## config.mk

```make
export PLATFORM = sky130hd
export DESIGN_NAME = pong_game_ctrl
export DESIGN_NICKNAME = d
export VERILOG_FILES = /design/src/rtl/pong_game_ctrl.sv
export SDC_FILE = /design/constraint.sdc
export NUM_CORES = 1
export LEC_CHECK = 0
export BUFFER_PORTS_ARGS = -buffer_cell sky130_fd_sc_hd__buf_2
export CAP_MARGIN = 20
export CORE_UTILIZATION = 40
export CTS_BUF_LIST = sky130_fd_sc_hd__clkbuf_8
export CTS_CLUSTER_DIAMETER = 50
export DETAILED_ROUTE_END_ITERATION = 8
export MAX_ROUTING_LAYER = met4
export PLACE_DENSITY = 0.6
export SKIP_LAST_GASP = 1
export SLEW_MARGIN = 20
export SYNTH_ARGS = -nofsm -noshare
export SYNTH_HDL_FRONTEND = slang
export SYNTH_SLANG_ARGS = --single-unit
export TNS_END_PERCENT = 30
```

## constraint.sdc

```tcl
create_clock -name clk -period 1.9 [get_ports clk]
set_input_delay 0.475 -clock clk [delete_from_list [all_inputs] [get_ports clk]]
set_output_delay 0.475 -clock clk [all_outputs]
set_load 0.05 [all_outputs]
```

## src/rtl/pong_game_ctrl.sv

```systemverilog
// pong_game_ctrl: game-flow controller and scoreboard for two-player pong.
// Sequences NEWGAME -> PLAY -> NEWBALL/OVER, keeps both scores, declares the
// winner and times the serve and game-over pauses in frame_tick units.
//
// Optional feature macro: RALLY_CNT_EN (paddle-hit rally counter). When the
// macro is undefined rally_cnt is tied to zero and hit_A/hit_B are unused.
//
// Ports:
//   clk, reset_n        clock, asynchronous active-low reset
//   frame_tick          one-cycle pulse per frame
//   btn_start           debounced, synchronous start button
//   hit_A, hit_B        ball overlapping paddle A / B (levels)
//   miss_A, miss_B      ball passed paddle A / B (levels)
//   gra_still           1 = ball frozen at centre (every state but PLAY)
//   state               00 NEWGAME, 01 PLAY, 10 NEWBALL, 11 OVER
//   score_A, score_B    player points, binary
//   winner              00 none, 01 A, 10 B
//   rally_cnt           paddle hits in the current rally, saturating
module pong_game_ctrl #(
  parameter int unsigned WIN_SCORE    = 7,
  parameter int unsigned SERVE_FRAMES = 120,
  parameter int unsigned OVER_FRAMES  = 180
) (
  input  logic       clk,
  input  logic       reset_n,
  input  logic       frame_tick,
  input  logic       btn_start,
  input  logic       hit_A,
  input  logic       hit_B,
  input  logic       miss_A,
  input  logic       miss_B,
  output logic       gra_still,
  output logic [1:0] state,
  output logic [3:0] score_A,
  output logic [3:0] score_B,
  output logic [1:0] winner,
  output logic [7:0] rally_cnt
);

  localparam logic [3:0] WinScore    = 4'(WIN_SCORE);
  localparam logic [7:0] ServeFrames = 8'(SERVE_FRAMES);
  localparam logic [7:0] OverFrames  = 8'(OVER_FRAMES);

  typedef enum logic [1:0] {
    StNewGame = 2'b00,
    StPlay    = 2'b01,
    StNewBall = 2'b10,
    StOver    = 2'b11
  } state_e;

  state_e     state_q;
  logic [7:0] timer_q;
  logic       btn_q;
  logic       start_rise;
  logic [3:0] score_a_inc;
  logic [3:0] score_b_inc;

  assign start_rise  = btn_start & ~btn_q;
  assign score_a_inc = score_A + 4'd1;
  assign score_b_inc = score_B + 4'd1;
  assign state       = state_q;

`ifdef RALLY_CNT_EN
  logic       hit_q;
  logic       hit_rise;
  logic [7:0] rally_q;
  assign hit_rise  = (hit_A | hit_B) & ~hit_q;
  assign rally_cnt = rally_q;
`else
  logic unused_hit;
  assign unused_hit = hit_A ^ hit_B;
  assign rally_cnt  = 8'd0;
`endif

  always_ff @(posedge clk or negedge reset_n) begin
    if (!reset_n) begin
      state_q   <= StNewGame;
      gra_still <= 1'b1;
      score_A   <= 4'd0;
      score_B   <= 4'd0;
      winner    <= 2'b00;
      timer_q   <= 8'd0;
      btn_q     <= 1'b0;
`ifdef RALLY_CNT_EN
      hit_q     <= 1'b0;
      rally_q   <= 8'd0;
`endif
    end else begin
      btn_q <= btn_start;
`ifdef RALLY_CNT_EN
      hit_q <= hit_A | hit_B;
`endif
      unique case (state_q)
        StNewGame: begin
          if (start_rise) begin
            state_q   <= StPlay;
            gra_still <= 1'b0;
            score_A   <= 4'd0;
            score_B   <= 4'd0;
            winner    <= 2'b00;
`ifdef RALLY_CNT_EN
            rally_q   <= 8'd0;
`endif
          end
        end
        StPlay: begin
          // Leaving PLAY on the first miss cycle makes a held miss count once.
          if (miss_A & miss_B) begin
            state_q   <= StNewBall;
            gra_still <= 1'b1;
            timer_q   <= ServeFrames;
          end else if (miss_A) begin
            score_B   <= score_b_inc;
            gra_still <= 1'b1;
            if (score_b_inc == WinScore) begin
              state_q <= StOver;
              winner  <= 2'b10;
              timer_q <= OverFrames;
            end else begin
              state_q <= StNewBall;
              timer_q <= ServeFrames;
            end
          end else if (miss_B) begin
            score_A   <= score_a_inc;
            gra_still <= 1'b1;
            if (score_a_inc == WinScore) begin
              state_q <= StOver;
              winner  <= 2'b01;
              timer_q <= OverFrames;
            end else begin
              state_q <= StNewBall;
              timer_q <= ServeFrames;
            end
          end
`ifdef RALLY_CNT_EN
          else if (hit_rise && (rally_q != 8'hFF)) begin
            rally_q <= rally_q + 8'd1;
          end
`endif
        end
        StNewBall: begin
          if (frame_tick) begin
            if (timer_q == 8'd1) begin
              state_q   <= StPlay;
              gra_still <= 1'b0;
`ifdef RALLY_CNT_EN
              rally_q   <= 8'd0;
`endif
            end else begin
              timer_q <= timer_q - 8'd1;
            end
          end
        end
        StOver: begin
          if (frame_tick) begin
            if (timer_q == 8'd1) begin
              state_q <= StNewGame;
            end else begin
              timer_q <= timer_q - 8'd1;
            end
          end
        end
      endcase
    end
  end

endmodule

```

==> PnR_summary.wiki, run 1 <==
{| class="wikitable"
! Metric !! Value
|-
| Synthesized netlist cell count || 147
|-
| Starting utilization of the core area || 0.4280
|-
| Post-Synthesis Cell Area || approximately 1300 sq um
|-
| Fraction of the yosys area taken by sequential cells || 0.4188
|-
| Average routed wire per standard cell || between 10 and 15 microns
|-
| Clk sink count || 22
|-
| Register bit total from synthesis || 22
|-
| Hold-fix buffers, CTS || 0
|-
| Most frequent cells in the layout || 21 x dfrtp_1, 18 x nand2_1, 18 x buf_2
|-
| Number of fill cells || roughly 310
|-
| Required time of the worst setup path || approximately 2.1 ns
|-
| Share of Yosys cell area claimed by the top area cell type || 0.3989
|-
| I/O Pins || 29
|-
| Top flip-flop cell by instance count after synthesis || dfrtp_1
|-
| Wire length of the first global-routing pass || between 4 and 5 mm
|-
| Minimum clock period || 1.795 ns
|-
| Clk slew on worst S/H paths || 0.08 ns
|-
| Final worst-path cycle share || 0.9446
|-
| Register-to-Register Path Depth || 4
|-
| Element type at the critical path start || flip-flop
|-
| GRT Util Overall || 0.1833
|-
| Async set-reset flop share out of synthesis || 1.000
|-
| Detail-routed via count per cell || a little over 5
|-
| Number of global-route vias before repair || slightly above 1000
|-
| Worst-Margin Slew || between 0.5 and 0.6 ns
|-
| Total number of vias || around 1100
|-
| Number of nets at the end of the flow || ~190
|-
| Number of setup buffers added after CTS || 0
|-
| Outcome || completed
|-
| Type of the most critical hold path || input port to async pin
|-
| Final GP Congestion || roughly 0.84
|-
| CP endpoint kind || flip-flop
|-
| Endpoints failing hold || 0
|-
| Worst slew slack as a fraction of its limit || 0.6441
|-
| Dominant cells by area after synthesis || dfrtp_1 40%, o21ai_0 6.1%, ha_1 5.7%, nand2_1 5.1%, buf_4 4.6%
|-
| Unrepaired setup endpoints after global routing || no
|-
| Number of placement rows || 20
|-
| Core Area || slightly above 3000 sq um
|-
| Count of warnings emitted by yosys || 0
|-
| Leakage power total || 0.6967 nW
|-
| Setup-violating endpoint count in the final report || 0
|-
| Number of levels the H-tree was split into || 1
|-
| Num CTS Buffers || 3
|-
| Initial antenna violation count || 0
|-
| Drt first-iter violations || 33
|-
| Cts repair resizes || 0
|-
| Post-detail-place hpwl || about 2 mm
|-
| Worst clock skew on the final layout || approximately 0.0034 ns
|-
| Worst EP arrival || between 1.5 and 2 ns
|-
| Synthesis-to-layout area growth || 14.53%
|-
| Total routed wirelength || 2.672 mm
|-
| Average cell area after synthesis || 8.963 sq um
|-
| Global route overflow || 0
|-
| Maximum fanout count along the critical path || 8
|-
| Most common cell after layout, fill and taps aside || dfrtp_1
|-
| Peak supply drop || about 0.54 mV
|-
| Cell type with the largest total area after synthesis || dfrtp_1
|-
| TritonCTS clock tree || done
|-
| Pwr Total || roughly 2.4 mW
|-
| Clock insertion delay at the later pin of the skew report || between 0.2 and 0.3 ns
|-
| IO buf count || 18
|-
| Library cell used as clock root buffer || clkbuf_8
|-
| Die boundary height || 59.39 microns
|-
| Number of library cell types mapped by synthesis || 40
|-
| Share of layout cells above drive strength 1 || 0.1930
|-
| Post-synth EDFFs || 0
|-
| Maxcap violations || 0
|-
| Number of nets with antenna violations after routing || 0
|-
| Floorplan die area || between 3000 and 4000 sq um
|-
| FMAX || about 560 MHz
|-
| Setup Crit Path Kind || flip-flop to flip-flop
|-
| Number of detailed-routing iterations run before antenna repair || 4
|-
| Maximum number of pins on one net before global-route repair || 23
|-
| Final slew viol count || 0
|-
| Number of DRC violations after detailed routing || 0
|-
| Power density over cell area || ~1600 nW/um^2
|-
| Final sum of negative setup slack || 0 ns
|-
| Number of antenna repair diodes || 0
|-
| Horizontal die dimension || around 59 microns
|-
| Maximum clock insertion buffer count || 2
|}
## sequential cells by signal, summed over array words and instances, names as in the netlist
name	cells
btn_q	1
gra_still	1
score_A	4
score_B	4
state	2
timer_q	8
winner	2
## synthesized netlist by cell type, types with 2 or more instances
cell type and instances:
dfrtp_1 21, inv_1 8, o21ai_0 16, o22ai_1 2, a21o_1 3, nor2_1 5
nor3_1 5, nand3_1 7, buf_4 8, ha_1 6, nor3b_1 2, a21oi_1 8
nand2b_1 6, nor2b_1 3, and2_1 2, xor2_1 2, o211a_1 2, nand2_1 18
xnor2_1 2
## through the flow
stage	std cells	utilization	hold WS, ns	setup WS (ns)	area, sq um
floorplan	154	-	0.1794	0.01326	1344
global placement	211	0.4724	0.4747	0.1234	1454
detailed placement	211	0.4724	0.4826	0.1209	1454
CTS	215	0.4902	0.1788	0.09980	1509
global route	215	0.4902	0.1955	0.01392	1509
finish	215	0.4902	0.1565	0.1053	1509
## logic make-up after synthesis
kind of cell / count (synthesis) / synth area share
flip-flops: 22 / 0.4188
adder cells (fa/ha/maj): 6 / 0.05698
XOR/XNOR: 4 / 0.02660
AO/OA/AOI/OAI: 43 / 0.2146
other: 1 / 0.002846
buffers and inverters: 17 / 0.07217
AND/OR/NAND/NOR: 54 / 0.2080
## worst max-delay path, cell delays in order, from the launching register on
cell and delay [ns]:
dfrtp_1 0.42, or4_4 0.58, o31ai_4 0.36, nand2_2 0.10
o211a_1 0.23
## layer usage
metal  routed length (microns)  track usage  vias up
met1                      1338       0.2414      508
li1                          -            -      548
met4                        48      0.07823        0
met3                        99      0.03712        5
met5                         0            -        -
met2                      1185       0.2729       24
## power breakdown
part	switching (mW)	internal (mW)
clock	0.162	0.185
combinational	0.803	0.387
sequential	0.193	0.651
total	1.16	1.22
## cell type report
| cell class | count | area, sq um | area share |
|---|---|---|---|
| clock buffers | 4 | 55.05 | 0.03648 |
| inverters | 8 | 30.03 | 0.01990 |
| multi-input cells | 115 | 696.9 | 0.4619 |
| flip-flops and latches | 22 | 551.8 | 0.3657 |
| well taps | 44 | 55.05 | 0.03648 |
| repair buffers | 22 | 120.1 | 0.07960 |
## worst paths after layout
check / start / end / slack (ns)
setup / recovery: timer_q[5] / timer_q[2] / 0.11
hold / removal: reset_n / timer_q[5] / 0.16
setup reg to reg: timer_q[5] / timer_q[2] / 0.11
hold reg to reg: timer_q[5] / timer_q[5] / 0.52
max in group asynchronous: reset_n / gra_still / 1.38
min in group clk: btn_start / btn_q / 0.32
Power figures use the tool's default switching activity.
==> run 2: changes to the inputs <==
- CORE_UTILIZATION: 40 -> 55
- PLACE_DENSITY: 0.6 -> 0.79
==> PnR_summary.wiki, run 2 (same netlist as run 1, synthesis figures left out) <==
{| class="wikitable"
! Metric !! Value
|-
| GR met2 Demand/Resource || 0.3772 (+0.1043)
|-
| Sum of buffers and inverters on the critical path || 1 (+1)
|-
| Maximum fanout count along the critical path || 7 (-1)
|-
| Clk sink count || 22 (unchanged)
|-
| Most heavily used metal layer in global routing || met2
|-
| I/O Pins || 29 (unchanged)
|-
| GR Layer Usage met1 || 0.3193 (+0.07793)
|-
| Worst clock skew on the final layout || 0.01017 ns (+0.006729 ns)
|-
| IO buf count || 18 (unchanged)
|-
| Endpoints failing hold || 0 (unchanged)
|-
| CP endpoint kind || flip-flop
|-
| Worst slack on hold paths || 0.1646 ns (+0.008080 ns)
|-
| Final GP Congestion || 0.8317 (-0.41%)
|-
| Die boundary height || 50.95 microns (-14%)
|-
| Delay-heaviest family, CP || simple AND/OR/NAND/NOR gates
|-
| Registers with the most flip-flops || timer_q x8, score_A x4, score_B x4
|-
| Peak per-stage delay on the critical path || 0.58 ns (about the same)
|-
| Core Area || 2233 sq um (-27%)
|-
| Maximum clock insertion buffer count || 2 (unchanged)
|-
| Post-detail-place hpwl || 2.003 mm (-0.71%)
|-
| Ordered list of cells on the worst path || or4_4 -> o31ai_4 -> buf_4 -> nor3_2 -> o21bai_1
|-
| Most frequent cells in the layout || 20 x dfrtp_1, 18 x nand2_1, 18 x buf_2
|-
| Clock insertion delay at the later pin of the skew report || 0.26 ns (about the same)
|-
| Synthesis-to-layout area growth || 15.57%
|-
| Total routed wirelength || 2.745 mm (+2.7%)
|-
| Wire length of the first global-routing pass || 4.595 mm (-0.61%)
|-
| Final slew viol count || 0 (unchanged)
|-
| Number of fill cells || 182 (-42%)
|-
| Average routed wire per standard cell || 13.59 microns (+9.3%)
|-
| Worst EP arrival || 2.01 ns (+0.05 ns)
|-
| DP Area || 1441 sq um (-0.86%)
|-
| Outcome || completed
|-
| Number of levels the H-tree was split into || 1 (unchanged)
|-
| Number of nets with antenna violations after routing || 0 (unchanged)
|-
| Setup slack on the worst flop-to-flop path || 0.04 ns (-0.07 ns)
|-
| Horizontal die dimension || 50.95 microns (-14%)
|-
| Starting utilization of the core area || 0.5899 (+0.1619)
|-
| Element type at the critical path start || flip-flop
|-
| Drt first-iter violations || 19 (-42%)
|-
| Number of detailed-routing iterations run before antenna repair || 4 (unchanged)
|-
| FMAX || 536.5 MHz (-3.7%)
|-
| Power density over cell area || 1581 nW/um^2 (+0.22%)
|-
| Minimum clock period || 1.864 ns (+0.06939 ns)
|-
| Number of global-route vias before repair || 1089 (+5.7%)
|-
| TritonCTS clock tree || done
|-
| Clk slew on worst S/H paths || 0.09 ns (about the same)
|-
| Required time of the worst setup path || 2.05 ns (-0.02 ns)
|-
| Total number of vias || 1137 (+4.8%)
|-
| Most common cell after layout, fill and taps aside || dfrtp_1
|-
| Num CTS Buffers || 3 (unchanged)
|-
| Peak supply drop || 1.061 mV (+95%)
|-
| Number of flip-flops in the largest register || 8 (unchanged)
|-
| Number of antenna repair diodes || 0 (unchanged)
|-
| Setup-violating endpoint count in the final report || 0 (unchanged)
|-
| Library cell used as clock root buffer || clkbuf_8
|-
| Register-to-Register Path Depth || 5 (+1)
|-
| Most flops, register || timer_q
|-
| GRT Util Overall || 0.2404 (+0.05703)
|-
| Detail-routed via count per cell || 5.629 (+12%)
|-
| Share of layout cells above drive strength 1 || 0.2241 (+0.03116)
|-
| Pwr Total || 2.408 mW (+1.1%)
|-
| Leakage power total || 0.7126 nW (+2.3%)
|-
| Type of the most critical hold path || input port to async pin
|-
| Unrepaired setup endpoints after global routing || yes
|-
| Setup Crit Path Kind || flip-flop to flip-flop
|-
| Final design instance area without fill || 1523 sq um (+0.91%)
|-
| Maximum number of pins on one net before global-route repair || 23 (unchanged)
|-
| Total number of cells along the worst setup path || 5 (+1)
|-
| Number of nets at the end of the flow || 189 (+1.6%)
|-
| Floorplan die area || 2595 sq um (-26%)
|-
| Met3 capacity usage during global routing || 0.04464 (+0.007525)
|-
| Final worst-path cycle share || 0.9811 (+0.03652)
|-
| Global route overflow || 0 (unchanged)
|-
| Maxcap violations || 0 (unchanged)
|-
| Number of DRC violations after detailed routing || 0 (unchanged)
|-
| Number of placement rows || 17 (-15%)
|-
| Library cell contributing the largest single delay on the critical path || or4_4
|-
| Initial antenna violation count || 0 (unchanged)
|}
==> run 2: cell count changes in the layout (fill, tap and decap cells not counted), sizes merged <==
cell | before | now
buf | 22 | 25
==> run 2: worst register-to-register path: stages, from the launching register on <==
cell and delay [ns]:
dfrtp_1 0.41, or4_4 0.58, o31ai_4 0.39, buf_4 0.19
nor3_2 0.03, o21bai_1 0.15
==> run 2: repair_timing <==
| item | CTS | global route |
|---|---|---|
| gates resized for setup | 0 | 3 |
| hold buffers | 0 | 0 |
| buffers inserted | 0 | 2 |
| setup endpoints to repair | 0 | 3 |
==> run 2: layer usage <==
| layer | up-vias | share of wire |
|---|---|---|
| met1 | 550 | 0.48 |
| met4 | 0 | 0.0073 |
| li1 | 555 | - |
| met5 | - | 0 |
| met3 | 2 | 0.050 |
| met2 | 30 | 0.46 |
==> run 2: through the flow <==
| stage | setup TNS [ns] | worst slack [ns] | util | std cells |
|---|---|---|---|---|
| 2_1_floorplan | 0 | 0.01326 | - | 154 |
| 5_1_grt | -0.04355 | -0.02351 | 0.6818 | 202 |
| 4_1_cts | 0 | 0.08371 | 0.6700 | 200 |
| 3_3_place_gp | 0 | 0.1202 | 0.6454 | 196 |
| 6_report | 0 | 0.03591 | 0.6818 | 202 |
| 3_5_place_dp | 0 | 0.1030 | 0.6454 | 196 |
==> run 2: worst paths after layout <==
| kind | startpoint | end |
|---|---|---|
| worst min-delay path | reset_n | winner[1] |
| max in group asynchronous | reset_n | timer_q[4] |
| worst max register to register | timer_q[5] | timer_q[1] |
| min in group clk | btn_start | btn_q |
| worst max-delay path | timer_q[5] | timer_q[1] |
| worst min register to register | timer_q[5] | timer_q[5] |
==> run 2: power breakdown <==
part,total (mW),internal (mW),switching (mW)
logic,1.21,0.404,0.803
clock network,0.339,0.185,0.155
registers,0.861,0.653,0.208
==> run 2: area by class of cell <==
class | count | area [sq um] | share of cell area
tap | 28 | 35.03 | 0.02301
inverter | 8 | 30.03 | 0.01972
sequential | 22 | 553.0 | 0.3632
multi-input combinational | 115 | 706.9 | 0.4643
clock buffer | 4 | 55.05 | 0.03615
timing repair buffer | 25 | 142.6 | 0.09367
==> run 3: changes to the inputs <==
- CELL_PAD_IN_SITES_DETAIL_PLACEMENT: default -> 1
- CELL_PAD_IN_SITES_GLOBAL_PLACEMENT: default -> 2
- CORE_UTILIZATION: 55 -> 33
==> PnR_summary.wiki, run 3 (same netlist as run 1, synthesis figures left out) <==
{| class="wikitable"
! Metric !! Value
|-
| Outcome || completed
|-
| Worst slew slack as a fraction of its limit || 0.6563
|-
| Registers with the most flip-flops || timer_q x8, score_A x4, score_B x4
|-
| Maximum number of pins on one net before global-route repair || 23 (unchanged)
|-
| Die boundary height || 65.19 microns (+28%)
|-
| Number of placement rows || 22 (+5)
|-
| Number of fill cells || 480 (+160%)
|-
| Final sum of negative setup slack || 0 ns (unchanged)
|-
| Worst clock skew on the final layout || 0.002353 ns (-0.007814 ns)
|-
| Synthesis-to-layout area growth || 16.43%
|-
| Clock insertion delay at the later pin of the skew report || 0.27 ns (about the same)
|-
| TritonCTS clock tree || done
|-
| Worst EP arrival || 2.00 ns (about the same)
|-
| Setup Crit Path Kind || flip-flop to flip-flop
|-
| Final GP Congestion || 0.7853 (-5.6%)
|-
| Number of antenna repair diodes || 0 (unchanged)
|-
| Number of global-route vias before repair || 1195 (+9.7%)
|-
| Clk slew on worst S/H paths || 0.08 ns (about the same)
|-
| CP endpoint kind || flip-flop
|-
| Number of DRC violations after detailed routing || 0 (unchanged)
|-
| Total routed wirelength || 3.230 mm (+18%)
|-
| DP Area || 1474 sq um (+2.3%)
|-
| Unrepaired setup endpoints after global routing || no
|-
| Ordered list of cells on the worst path || or4_4 -> o31ai_4 -> buf_4 -> nand2_2 -> o211a_1
|-
| Initial antenna violation count || 0 (unchanged)
|-
| Wire length of the first global-routing pass || 5.692 mm (+24%)
|-
| Drt first-iter violations || 30 (+11)
|-
| Total number of vias || 1124 (-1.1%)
|-
| Endpoints failing hold || 0 (unchanged)
|-
| Number of detailed-routing iterations run before antenna repair || 4 (unchanged)
|-
| Worst-Margin Slew || slightly above 0.5 ns
|-
| Maxcap violations || 0 (unchanged)
|-
| Core occupancy in the finished layout || 0.4098 (-0.2720)
|-
| Number of levels the H-tree was split into || 1 (unchanged)
|-
| Final slew viol count || 0 (unchanged)
|-
| Share of layout cells above drive strength 1 || 0.2057 (-0.01842)
|-
| Most common cell after layout, fill and taps aside || dfrtp_1
|-
| Maximum clock insertion buffer count || 2 (unchanged)
|-
| Peak per-stage delay on the critical path || 0.59 ns (about the same)
|-
| Power density over cell area || 1568 nW/um^2 (-0.82%)
|-
| Num CTS Buffers || 3 (unchanged)
|-
| Pwr Total || 2.406 mW (about the same)
|-
| GR met2 Demand/Resource || 0.2887 (-0.08853)
|-
| Met3 capacity usage during global routing || 0.04340 (-0.001240)
|-
| Post-detail-place hpwl || 2.457 mm (+23%)
|-
| Number of flip-flops in the largest register || 8 (unchanged)
|-
| Average routed wire per standard cell || 14.48 microns (+6.6%)
|-
| Global route overflow || 0 (unchanged)
|-
| I/O Pins || 29 (unchanged)
|-
| IO buf count || 18 (unchanged)
|-
| Most flops, register || timer_q
|-
| FMAX || 542.9 MHz (+1.2%)
|-
| Leakage power total || 0.7134 nW (+0.10%)
|-
| Core Area || 3744 sq um (+68%)
|-
| Library cell used as clock root buffer || clkbuf_8
|-
| Setup-violating endpoint count in the final report || 0 (unchanged)
|-
| GRT Util Overall || 0.1816 (-0.05879)
|-
| Final worst-path cycle share || 0.9695 (-0.01157)
|-
| Final design instance area without fill || 1534 sq um (+0.74%)
|-
| Maximum fanout count along the critical path || 5 (-2)
|-
| Floorplan die area || 4249 sq um (+64%)
|-
| Most frequent cells in the layout || 21 x dfrtp_1, 18 x nand2_1, 18 x buf_2
|-
| GR Layer Usage met1 || 0.2336 (-0.08573)
|-
| Starting utilization of the core area || 0.3519 (-0.2380)
|-
| Number of nets with antenna violations after routing || 0 (unchanged)
|-
| Horizontal die dimension || 65.19 microns (+28%)
|-
| Most heavily used metal layer in global routing || met2
|-
| Required time of the worst setup path || 2.06 ns (about the same)
|-
| Library cell contributing the largest single delay on the critical path || or4_4
|-
| Minimum clock period || 1.842 ns (-0.02198 ns)
|-
| Clk sink count || 22 (unchanged)
|-
| Element type at the critical path start || flip-flop
|-
| Detail-routed via count per cell || 5.040 (-10%)
|-
| Worst slack on hold paths || 0.1710 ns (+0.006413 ns)
|-
| Number of nets at the end of the flow || 190 (+0.53%)
|-
| Type of the most critical hold path || input port to async pin
|-
| Peak supply drop || 0.7091 mV (-33%)
|}
==> run 3: changes by cell type in the layout (fill, tap and decap cells not counted) <==
cell / delta
nor3_2: -2
dfrtp_1: +1
dfrtp_2: -1
nor3_1: +2
inv_1: +1
clkbuf_8: -1
buf_4: +1
==> run 3: critical path, delay by kind of cell, from the launching register on <==
family	cells	cell delay, ns
AO/OA/AOI/OAI	2	0.48
buffers and inverters	1	0.19
flip-flops	1	0.42
AND/OR/NAND/NOR	2	0.65
==> run 3: report_power, final <==
group / internal, mW / switching [mW] / leakage [nW]
clock network: 0.145 / 0.159 / 0.0269
registers: 0.651 / 0.209 / 0.274
logic: 0.410 / 0.833 / 0.413
==> run 3: per-layer routing <==
metal  wire (microns)  up-vias
met5                0        -
li1                 -      553
met1             1579      544
met2             1499       23
met3              125        4
met4               25        0
==> run 3: final timing paths <==
path	startpoint	end	slack, ns	depth (start not counted)
setup / recovery	timer_q[5]	timer_q[2]	0.06	5
hold / removal	reset_n	timer_q[7]	0.17	1
setup reg to reg	timer_q[5]	timer_q[2]	0.06	5
hold reg to reg	timer_q[5]	timer_q[5]	0.52	1
max in group asynchronous	reset_n	gra_still	1.37	1
min in group clk	btn_start	btn_q	0.33	1
==> run 3: repair_timing <==
| item | 4_1_cts | 5_1_grt |
|---|---|---|
| hold buffers | 0 | 0 |
| resized for setup | 0 | 0 |
| hold endpoints to repair | 0 | 0 |
| buffers inserted | 0 | 2 |
| setup endpoints to repair | 0 | 2 |
==> run 3: cell type report <==
class,instances,area [sq um],area share
Multi-Input combinational cell,115,696.9,0.4543
Sequential cell,22,551.8,0.3597
Timing Repair Buffer,26,150.1,0.09788
Tap cell,48,60.06,0.03915
Clock buffer,3,41.29,0.02692
Inverter,8,30.03,0.01958
Clock inverter,1,3.754,0.002447
==> run 3: metrics by stage <==
stage / setup slack (ns) / std cells
after CTS: 0.06625 / 221
after detailed placement: 0.07728 / 217
final: 0.05788 / 223
after floorplan: 0.01326 / 154
after global routing: 0.01480 / 223
after global placement: 0.1212 / 217
